--- src/rtl/cpu_seq_ctrl_pkg.sv ---
// cpu_seq_ctrl_pkg: state encoding and opcode constants shared by the sequencer and execute decode
package cpu_seq_ctrl_pkg;

    typedef enum logic [2:0] {
        S_IDLE   = 3'd0,
        S_FETCH  = 3'd1,
        S_DECODE = 3'd2,
        S_EXEC   = 3'd3,
        S_WB     = 3'd4,
        S_HALT   = 3'd5
    } state_t;

    localparam logic [5:0] OP_SW   = 6'd24;
    localparam logic [5:0] OP_SH   = 6'd26;
    localparam logic [5:0] OP_SB   = 6'd28;
    localparam logic [5:0] OP_HALT = 6'h3f;

    function automatic logic is_store(input logic [5:0] op);
        return op == OP_SW || op == OP_SH || op == OP_SB;
    endfunction

endpackage

--- src/rtl/seq_counter32.sv ---
// seq_counter32: 32-bit wrapping event counter with enable and synchronous clear
module seq_counter32 (
    input  logic        clk,
    input  logic        rst,
    input  logic        clr,
    input  logic        en,
    output logic [31:0] q
);

    // count enabled events; clear and reset both return to zero
    always_ff @(posedge clk)
        if (rst || clr) q <= 32'd0;
        else if (en) q <= q + 32'd1;

endmodule

--- src/rtl/cpu_seq_ctrl.sv ---
// cpu_seq_ctrl: multi-cycle FETCH/DECODE/EXEC/WB sequencer owning PC, IR and retired count
module cpu_seq_ctrl
    import cpu_seq_ctrl_pkg::*;
#(
    parameter logic [31:0] RESET_PC = 32'd0,
    parameter logic [5:0]  HALT_OP  = OP_HALT
) (
    input  logic        clk,
    input  logic        rst,
    input  logic        run_i,
    input  logic        step_i,
    input  logic        stop_i,
    input  logic [31:0] imem_data_i,
    input  logic [31:0] nextpc_i,
    input  logic [4:0]  wra_i,
    output logic [31:0] pc_o,
    output logic [31:0] ir_o,
    output logic        rf_we_o,
    output logic        dm_we_o,
    output logic        busy_o,
    output logic        halted_o,
    output logic [31:0] instret_o
);

    state_t state, state_nx;
    logic   cont, stop_pend, stop_nx;

    assign busy_o   = state == S_FETCH || state == S_DECODE || state == S_EXEC || state == S_WB;
    assign halted_o = state == S_HALT;
    assign rf_we_o  = state == S_WB && wra_i != 5'd0;
    assign dm_we_o  = state == S_EXEC && is_store(ir_o[31:26]);

    // next state and stop-pending flag; the flag drops whenever the core leaves the busy states
    always_comb begin
        state_nx = S_IDLE;
        case (state)
            S_IDLE:   state_nx = (run_i || step_i) ? S_FETCH : S_IDLE;
            S_FETCH:  state_nx = S_DECODE;
            S_DECODE: state_nx = ir_o[31:26] == HALT_OP ? S_HALT : S_EXEC;
            S_EXEC:   state_nx = S_WB;
            S_WB:     state_nx = (cont && !stop_pend && !stop_i) ? S_FETCH : S_IDLE;
            S_HALT:   state_nx = S_HALT;
            default:  state_nx = S_IDLE;
        endcase
        stop_nx = (state_nx == S_IDLE || state_nx == S_HALT) ? 1'b0 : stop_pend | (busy_o & stop_i);
    end

    // state register, mode capture, instruction latch and PC update
    always_ff @(posedge clk)
        if (rst) begin
            state     <= S_IDLE;
            pc_o      <= RESET_PC;
            ir_o      <= 32'd0;
            cont      <= 1'b0;
            stop_pend <= 1'b0;
        end else begin
            state     <= state_nx;
            stop_pend <= stop_nx;
            if (state == S_IDLE) cont <= run_i;
            if (state == S_FETCH) ir_o <= imem_data_i;
            if (state == S_WB) pc_o <= nextpc_i;
        end

    seq_counter32 u_instret (
        .clk (clk),
        .rst (rst),
        .clr (1'b0),
        .en  (state == S_WB),
        .q   (instret_o)
    );

endmodule

--- config.mk ---
export PLATFORM = sky130hd
export DESIGN_NAME = cpu_seq_ctrl
export DESIGN_NICKNAME = d
export VERILOG_FILES = /design/src/rtl/cpu_seq_ctrl_pkg.sv /design/src/rtl/seq_counter32.sv /design/src/rtl/cpu_seq_ctrl.sv
export SDC_FILE = /design/constraint.sdc
export NUM_CORES = 1
export LEC_CHECK = 0
export ABC_AREA = 1
export CORE_ASPECT_RATIO = 1.75
export CORE_UTILIZATION = 39
export CTS_CLUSTER_DIAMETER = 50
export DETAILED_ROUTE_END_ITERATION = 8
export HOLD_SLACK_MARGIN = 0.03
export PLACE_DENSITY = 0.73
export SLEW_MARGIN = 20
export SYNTH_ARGS = -nofsm -noshare
export SYNTH_HDL_FRONTEND = slang
export SYNTH_HIERARCHICAL = 1
export SYNTH_SLANG_ARGS = --single-unit
--- constraint.sdc ---
create_clock -name clk -period 1.8 [get_ports clk]
set_clock_uncertainty 0.05 [all_clocks]
set_input_delay 0.36 -clock clk [delete_from_list [all_inputs] [get_ports clk]]
set_output_delay 0.36 -clock clk [all_outputs]
set_load 0.01 [all_outputs]
Word-level counts from Yosys, hierarchy flattened
Index checks and enable logic that the tools add are counted.
{ "classes": {"reduce_logical": 17, "n_mux": 4, "eq_ne": 10, "add_sub_neg": 1, "n_bitwise": 2} }
{ "op_table": {"columns": ["op", "n"], "rows": [
  ["$add 32x1->32 const B", 1],
  ["$eq 6x5->1 const B", 3],
  ["$pmux 3 s6", 1],
  ["$eq 3x3->1 const B", 3],
  ["$logic_or 1x1->1", 7],
  ["$eq 3x2->1 const B", 2],
  ["$eq 6x6->1 const B", 1],
  ["$logic_not 3->1", 2],
  ["$reduce_bool 5->1", 1],
  ["$logic_and 1x1->1", 4],
  ["$eq 3x1->1 const B", 1],
  ["$mux 3", 1],
  ["$logic_not 1->1", 2],
  ["$mux 1", 2],
  ["$reduce_or 2->1", 1],
  ["$and 1x1->1", 1],
  ["$or 1x1->1", 1]
]} }
{ "totals": {"regBits": 101, "in_bits": 74} }

Logic depth before layout (Yosys ltp)
Gate-level depths: netlist of the first run.
{ "depth": {"ltp_word": 8, "depth_mapped": 12, "depth_no_buf": 11} }

Hierarchy
The synthesis of the first run kept the hierarchy.
{ "modules_own_cells": {"columns": ["module", "instances", "cells_per_inst", "area_each_um2"], "rows": [
  ["cpu_seq_ctrl", 1, 336, 2565.0],
  ["seq_counter32", 1, 276, 1798.0]
]} }

Worst setup path after synthesis of the first run
OpenSTA, ideal clock, no wires.
{ "synth_timing": {"kind": "reg2reg", "start": "register state[2]", "end": "register u_instret.q[24]", "path_buffers": 1, "period_less_slack_ns": 1.667, "slack_ns": 0.133, "arrival_ns": 1.502, "setup_time_ns": 0.115, "path_stages_with_launch": 11, "cell_sequence": "dfxtp_1 -> inv_2 -> nor2_8 -> buf_4 -> nand2_2 -> nor2_4 -> nand3_4 -> nor2_4 -> nand3_1 -> nand2_1 -> nor2_1"} }
{ "synth_via": {"elab_chain_cells": 1} }
{ "synth_lines": {"columns": ["element", "line", "rtl"], "rows": [
  ["start, declared", "cpu_seq_ctrl.sv:25", "state_t state, state_nx;"],
  ["start signal, assigned", "cpu_seq_ctrl.sv:57", "state <= state_nx;"],
  ["$eq 3x3->1", "cpu_seq_ctrl.sv:68", ".en (state == S_WB),"],
  ["end signal, assigned", "seq_counter32.sv:13", "else if (en) q <= q + 32'd1;"],
  ["end, declared", "seq_counter32.sv:7", "output logic [31:0] q"]
]} }
Every way passes these cells.
A chain may end at the register's enable or synchronous reset.

Worst setup path after layout of the first run
{ "layout_timing": {"start": "register u_instret.q[4]", "end": "output port instret_o[4]"} }
{ "layout_rtl": {"columns": ["element", "line", "rtl"], "rows": [
  ["end, declared", "cpu_seq_ctrl.sv:22", "output logic [31:0] instret_o"]
]} }
No word-level cell between the ends.

==> flow_metrics.env, run 1 <==
export IMPL_outcome="finished, final reports clean"
export IMPL_grt_busiest_layer="met2"
export IMPL_ys_ff_latch=101
export IMPL_fill_cells=977
export IMPL_track_usage_pct=22.2
export IMPL_die_h_um=142
export IMPL_synth_cell_types=32
export IMPL_synthCells=612
export IMPL_die_area_um2=11600
export IMPL_final_max_slew_viol_count=0
export IMPL_min_to="ir_o[24]"
export IMPL_crit_family="buffers and inverters"
export IMPL_grt_max_degree=37
export IMPL_swShare_pct=24.9
export IMPL_met2_usage_pct=39.7
export IMPL_cts_htree_levels=3
export IMPL_hold_violations=0
export IMPL_p_seq_share_pct=44.8
export IMPL_worstPathArrival_ns=1.32
export IMPL_areaGrowthSynthToFinish_pct=54.3
export IMPL_tritoncts="built"
export IMPL_ys_warn_count=6
export IMPL_slowest_delay_ns=0.58
export IMPL_ant_nets=0
export IMPL_drt_pass1_iterations=4
export IMPL_grt_use_met1_pct=21.7
export IMPL_drive_gt1_share_pct=10.9
export IMPL_multiInputGateArea_um2=2080
export IMPL_max_freq_mhz=577
export IMPL_pin_count=174
export IMPL_critPathCaptureType="primary output"
export IMPL_placed_cells=911
export IMPL_rrSetupSlack_ns=0.08
export IMPL_p_int_mw=4.08
export IMPL_dpl_hpwl_um=9690
export IMPL_place_area_um2=6310
export IMPL_timing_rr_end="u_instret/q[24]"
export IMPL_antenna_found_initial=0
export IMPL_r2r_cells=11
export IMPL_wl_um=12800
export IMPL_combPwrFrac_pct=17.8
export IMPL_p_total_mw=5.43
export IMPL_clkLatencyLatePin_ns=0.34
export IMPL_vias_per_cell=4.90
export IMPL_critical_path_buf_inv_count=1
export IMPL_wl_per_cell_um=13.7
export IMPL_seq_area_frac_synth_pct=46.3
export IMPL_path_clk_slew_ns=0.06
export IMPL_period_minus_slack_ns=1.73
export IMPL_use_met3_pct=8.30
export IMPL_drc_errors=0
export IMPL_power_switching_mw=1.35
export IMPL_die_x_um=82.0
export IMPL_antenna_cells=0
export IMPL_path_max_fanout=5
export IMPL_overflow=0
export IMPL_drv_cap=0
export IMPL_vias=4574
export IMPL_root_buffer="clkbuf_16"
export IMPL_nets=874
export IMPL_drtIter0Drc=229
export IMPL_cts_inserted_buffers=9
export IMPL_syn_area_um2=4360
export IMPL_required_ns=1.39
export IMPL_reg2reg_from="state[0]"
export IMPL_finalSetupViolCount=0
export IMPL_period_share_pct=96.4
export IMPL_min_delay_start="ir_o[24]"
export IMPL_clk_path_buf_depth=2
export IMPL_ir_worst_vdd_uv=503
export IMPL_power_share_clock_pct=37.4
export IMPL_synth_fp_nets=687
export IMPL_powerDensity_nw_per_um2=807
export IMPL_hold_depth=2
export IMPL_cts_sinks=101
export IMPL_leakage_nw=2.60
export IMPL_place_congestion=0.797
export IMPL_cts_hold_buf=0
export IMPL_cp_slowest_cell="clkdlybuf4s50_1"
export IMPL_portBuffers=173
export IMPL_start_util_pct=40.5
export IMPL_finalInstanceArea_um2=6730
export IMPL_grt_pass1_vias=4347
export IMPL_hold_class="reg -> reg"
export IMPL_grt_first_pass_wirelength_um=19700
export IMPL_fin_cells=934
export IMPL_rows=50
export IMPL_fin_util_pct=62.6
export IMPL_crit_type="reg -> out"
export IMPL_critPathLaunchType="flip-flop"
export IMPL_path_cells="clkdlybuf4s50_1"
export IMPL_syn_area_per_cell_um2=7.13
export IMPL_coreArea_um2=10800
export IMPL_seqCellArea_um2=2030
sequential cells by signal (all words and copies together) (netlist names):
signal,flops
cont,1
stop_pend,1
u_instret/q,32
ir_o,32
state,3
pc_o,32
cell usage in the layout (no fill, tap or decap), types with 11 or more instances in the layout:
cell / count
nand2_1: 147
buf_4: 21
nand4_1: 12
o21ai_0: 37
nor2_4: 11
clkdlybuf4s50_1: 164
a21oi_1: 53
nor2_1: 119
dfxtp_1: 92
nand3_1: 19
inv_1: 49
cell type report:
cell class	instances	share of cell area [%]
Inverter	54	3.05
Clock inverter	5	1.11
Tap cell	130	2.42
Timing Repair Buffer	197	28.9
Multi-Input combinational cell	436	30.9
Clock buffer	11	3.46
Sequential cell	101	30.2
through the flow:
stage / setup slack [ns] / hold slack, ns / setup TNS [ns]
6_report: 0.0655 / 0.416 / 0
5_1_grt: -0.0151 / 0.434 / -0.0328
4_1_cts: -0.127 / 0.418 / -0.127
3_5_place_dp: -0.513 / 0.407 / -0.537
3_3_place_gp: -0.507 / 0.402 / -0.507
2_1_floorplan: 0.133 / 0.426 / 0
per-layer routing:
metal	routed length, um	vias to the layer above
li1	-	2310
met2	6730	179
met3	989	32
met4	429	0
met1	4660	2053
met5	0	-
power by group through the flow:
stage	registers (mW)	logic [mW]	clock network (mW)
floorplan	2.53	0.402	0
global placement	2.47	0.935	0
finish	2.43	0.967	2.03
detailed placement	2.48	0.948	0
global route	2.45	1.05	2.18
CTS	2.43	0.953	2.08
how the worst max path moves through the flow:
stage | slack, ns | end | from | cells past startpoint
global route | -0.02 | u_instret/q[26] | state[0] | 12
CTS | -0.13 | rf_we_o | wra_i[1] | 5
floorplan | 0.13 | u_instret/q[24] | state[2] | 10
finish | 0.07 | instret_o[4] | u_instret/q[4] | 1
detailed placement | -0.51 | rf_we_o | wra_i[1] | 5
global placement | -0.51 | rf_we_o | wra_i[1] | 5
logic make-up after synthesis:
family	after synthesis	share of synthesized area, %
other cells	1	0.0860
compound gates	99	11.6
fa+ha+maj	1	0.287
xor+xnor	1	0.201
buf+inv	75	7.17
simple gates	334	34.3
flops	101	46.3
synth_stat cells:
cell      instances  share of area, %
nand3_4           2              0.80
nor2_4           11               2.8
nand4_1          12               1.7
nor3_1            2              0.23
o21ai_1           5              0.57
o21a_1            2              0.34
a31oi_1           1              0.14
o41ai_1           1              0.20
xnor2_1           1              0.20
a21oi_1          53               6.1
nand2_2           5              0.72
and3_1            1              0.14
clkbuf_1         10              0.86
inv_2             5              0.43
nor4_1            1              0.14
buf_2             4              0.46
nand3_1          21               2.4
nor2_8            1              0.46
inv_1            49               4.2
nor3b_1           2              0.34
o21ai_0          37               4.2
nand2_4           1              0.26
nor3_2            1              0.23
nor2_2            1              0.14
dfxtp_1         101                46
ha_1              1              0.29
buf_4             7               1.2
conb_1            1             0.086
nor2_1          121                10
nand2_1         148                13
or2_2             2              0.29
nand3_2           2              0.46
repair_timing:
item	in CTS	in global routing
setup endpoints to repair	7	16
setup buffers	0	7
pin swaps	0	8
resized for setup	16	21
cloned	0	0
(Power assumes the default switching activity.)
==> run 2, diff against run 1 <==
--- a/config.mk
+++ b/config.mk
@@ -6,11 +6,11 @@
 export NUM_CORES = 1
 export LEC_CHECK = 0
 export ABC_AREA = 1
+export ABC_CLOCK_PERIOD_IN_PS = 1800
 export CORE_ASPECT_RATIO = 1.75
 export CORE_UTILIZATION = 39
 export CTS_CLUSTER_DIAMETER = 50
 export DETAILED_ROUTE_END_ITERATION = 8
-export HOLD_SLACK_MARGIN = 0.03
 export PLACE_DENSITY = 0.73
 export SLEW_MARGIN = 20
 export SYNTH_ARGS = -nofsm -noshare
==> results of run 2 <==
The final DEF is identical to that of run 1; final timing and power are the same.
==> run 3, diff against run 2 <==
--- a/config.mk
+++ b/config.mk
@@ -8,6 +8,7 @@
 export ABC_AREA = 1
 export ABC_CLOCK_PERIOD_IN_PS = 1800
 export CORE_ASPECT_RATIO = 1.75
+export CORE_MARGIN = 2
 export CORE_UTILIZATION = 39
 export CTS_CLUSTER_DIAMETER = 50
 export DETAILED_ROUTE_END_ITERATION = 8
==> flow_metrics.env, run 3 (synthesized netlist as in run 1, its figures left out) <==
export IMPL_track_usage_pct=21.2
export IMPL_ant_nets=0
export IMPL_die_x_um=84.0
export IMPL_grt_pass1_vias=4271
export IMPL_grt_max_degree=37
export IMPL_wl_per_cell_um=14.1
export IMPL_powerDensity_nw_per_um2=812
export IMPL_grt_use_met1_pct=21.8
export IMPL_die_area_um2=12100
export IMPL_period_share_pct=97.0
export IMPL_portBuffers=173
export IMPL_rows=51
export IMPL_tritoncts="built"
export IMPL_drt_pass1_iterations=4
export IMPL_final_cell_mix="164 x clkdlybuf4s50_1, 147 x nand2_1, 119 x nor2_1, 92 x dfxtp_1, 53 x a21oi_1"
export IMPL_cts_inserted_buffers=9
export IMPL_finalSetupViolCount=0
export IMPL_drv_cap=0
export IMPL_ir_worst_vdd_uv=711
export IMPL_crit_family="buffers and inverters"
export IMPL_grt_busiest_layer="met2"
export IMPL_path_max_fanout=6
export IMPL_vias_per_cell=4.95
export IMPL_hold_slack_ns=0.413
export IMPL_start_util_pct=39.5
export IMPL_antenna_cells=0
export IMPL_finalInstanceArea_um2=6750
export IMPL_clkLatencyLatePin_ns=0.34
export IMPL_path_clk_slew_ns=0.07
export IMPL_crit_type="reg -> out"
export IMPL_critPathCaptureType="primary output"
export IMPL_place_congestion=0.871
export IMPL_clk_path_buf_depth=2
export IMPL_grt_first_pass_wirelength_um=20700
export IMPL_use_met3_pct=6.95
export IMPL_antenna_found_initial=0
export IMPL_leakage_nw=2.59
export IMPL_placed_cells=915
export IMPL_period_minus_slack_ns=1.75
export IMPL_drtIter0Drc=214
export IMPL_die_h_um=144
export IMPL_vias=4629
export IMPL_worstPathArrival_ns=1.34
export IMPL_wl_um=13200
export IMPL_outcome="finished, final reports clean"
export IMPL_path_cells="clkdlybuf4s50_1"
export IMPL_overflow=0
export IMPL_slowest_delay_ns=0.58
export IMPL_areaGrowthSynthToFinish_pct=54.6
export IMPL_coreArea_um2=11000
export IMPL_root_buffer="clkbuf_16"
export IMPL_nets=873
export IMPL_required_ns=1.39
export IMPL_dpl_hpwl_um=10100
export IMPL_hold_class="reg -> reg"
export IMPL_critPathLaunchType="flip-flop"
export IMPL_fin_cells=935
export IMPL_drive_gt1_share_pct=10.7
export IMPL_pin_count=174
export IMPL_top_regs="ir_o: 32 flops, pc_o: 32 flops, u_instret/q: 32 flops"
export IMPL_rrSetupSlack_ns=0.07
export IMPL_drc_errors=0
export IMPL_final_max_slew_viol_count=0
export IMPL_cts_sinks=101
export IMPL_hold_violations=0
export IMPL_met2_usage_pct=39.6
export IMPL_max_freq_mhz=573
export IMPL_rsz0062_at_grt="yes"
export IMPL_final_common_cell="clkdlybuf4s50_1"
export IMPL_cts_htree_levels=3
export IMPL_cp_slowest_cell="clkdlybuf4s50_1"
export IMPL_place_area_um2=6320
export IMPL_critical_path_buf_inv_count=1
run 3: worst register-to-register path: cells and delay by family, from the launching register on:
family / cells / cell delay, ns
and+or+nand+nor: 9 / 0.97
buffers and inverters: 2 / 0.24
DFF: 1 / 0.36
run 3: worst paths after layout:
kind | startpoint | end | cells after the start
setup / recovery | u_instret/q[28] | instret_o[28] | 1
hold / removal | ir_o[7] | ir_o[7] | 2
setup reg to reg | state[1] | u_instret/q[28] | 11
hold reg to reg | ir_o[7] | ir_o[7] | 2
run 3: power by group:
part	switching [mW]	internal (mW)	total, mW
Combinational	0.481	0.505	0.986
Sequential	0.0719	2.36	2.43
Clock	0.841	1.22	2.06
Total	1.39	4.08	5.48
run 3: layer usage:
metal  vias to the layer above  part of all wire (%)
met3                        22                   7.6
met1                      2136                    37
met5                         -                     0
li1                       2315                     -
met2                       156                    53
met4                         0                   2.2
run 3: repair_timing:
action / CTS / global route
setup buffers: 0 / 4
hold buffers: 0 / 0
setup endpoints to repair: 5 / 21
resized for setup: 12 / 29
hold endpoints to repair: 0 / 0
pin swaps: 0 / 12
run 3: final cells by class:
type	count	area [um^2]
fill	991	4290
multi-input combinational	436	2080
sequential	101	2040
timing repair buffer	196	1930
clock buffer	10	229
inverter	54	213
tap	132	165
clock inverter	6	87.6
run 3: through the flow:
stage | setup WS (ns) | TNS [ns] | total power, mW | util [%]
after floorplan | 0.133 | 0 | 2.93 | -
after global placement | -0.467 | -0.467 | 3.42 | 57.2
after detailed placement | -0.467 | -0.467 | 3.45 | 57.2
after CTS | -0.175 | -0.175 | 5.50 | 60.2
after global routing | -0.0222 | -0.0295 | 5.73 | 61.1
final | 0.0534 | 0 | 5.48 | 61.1
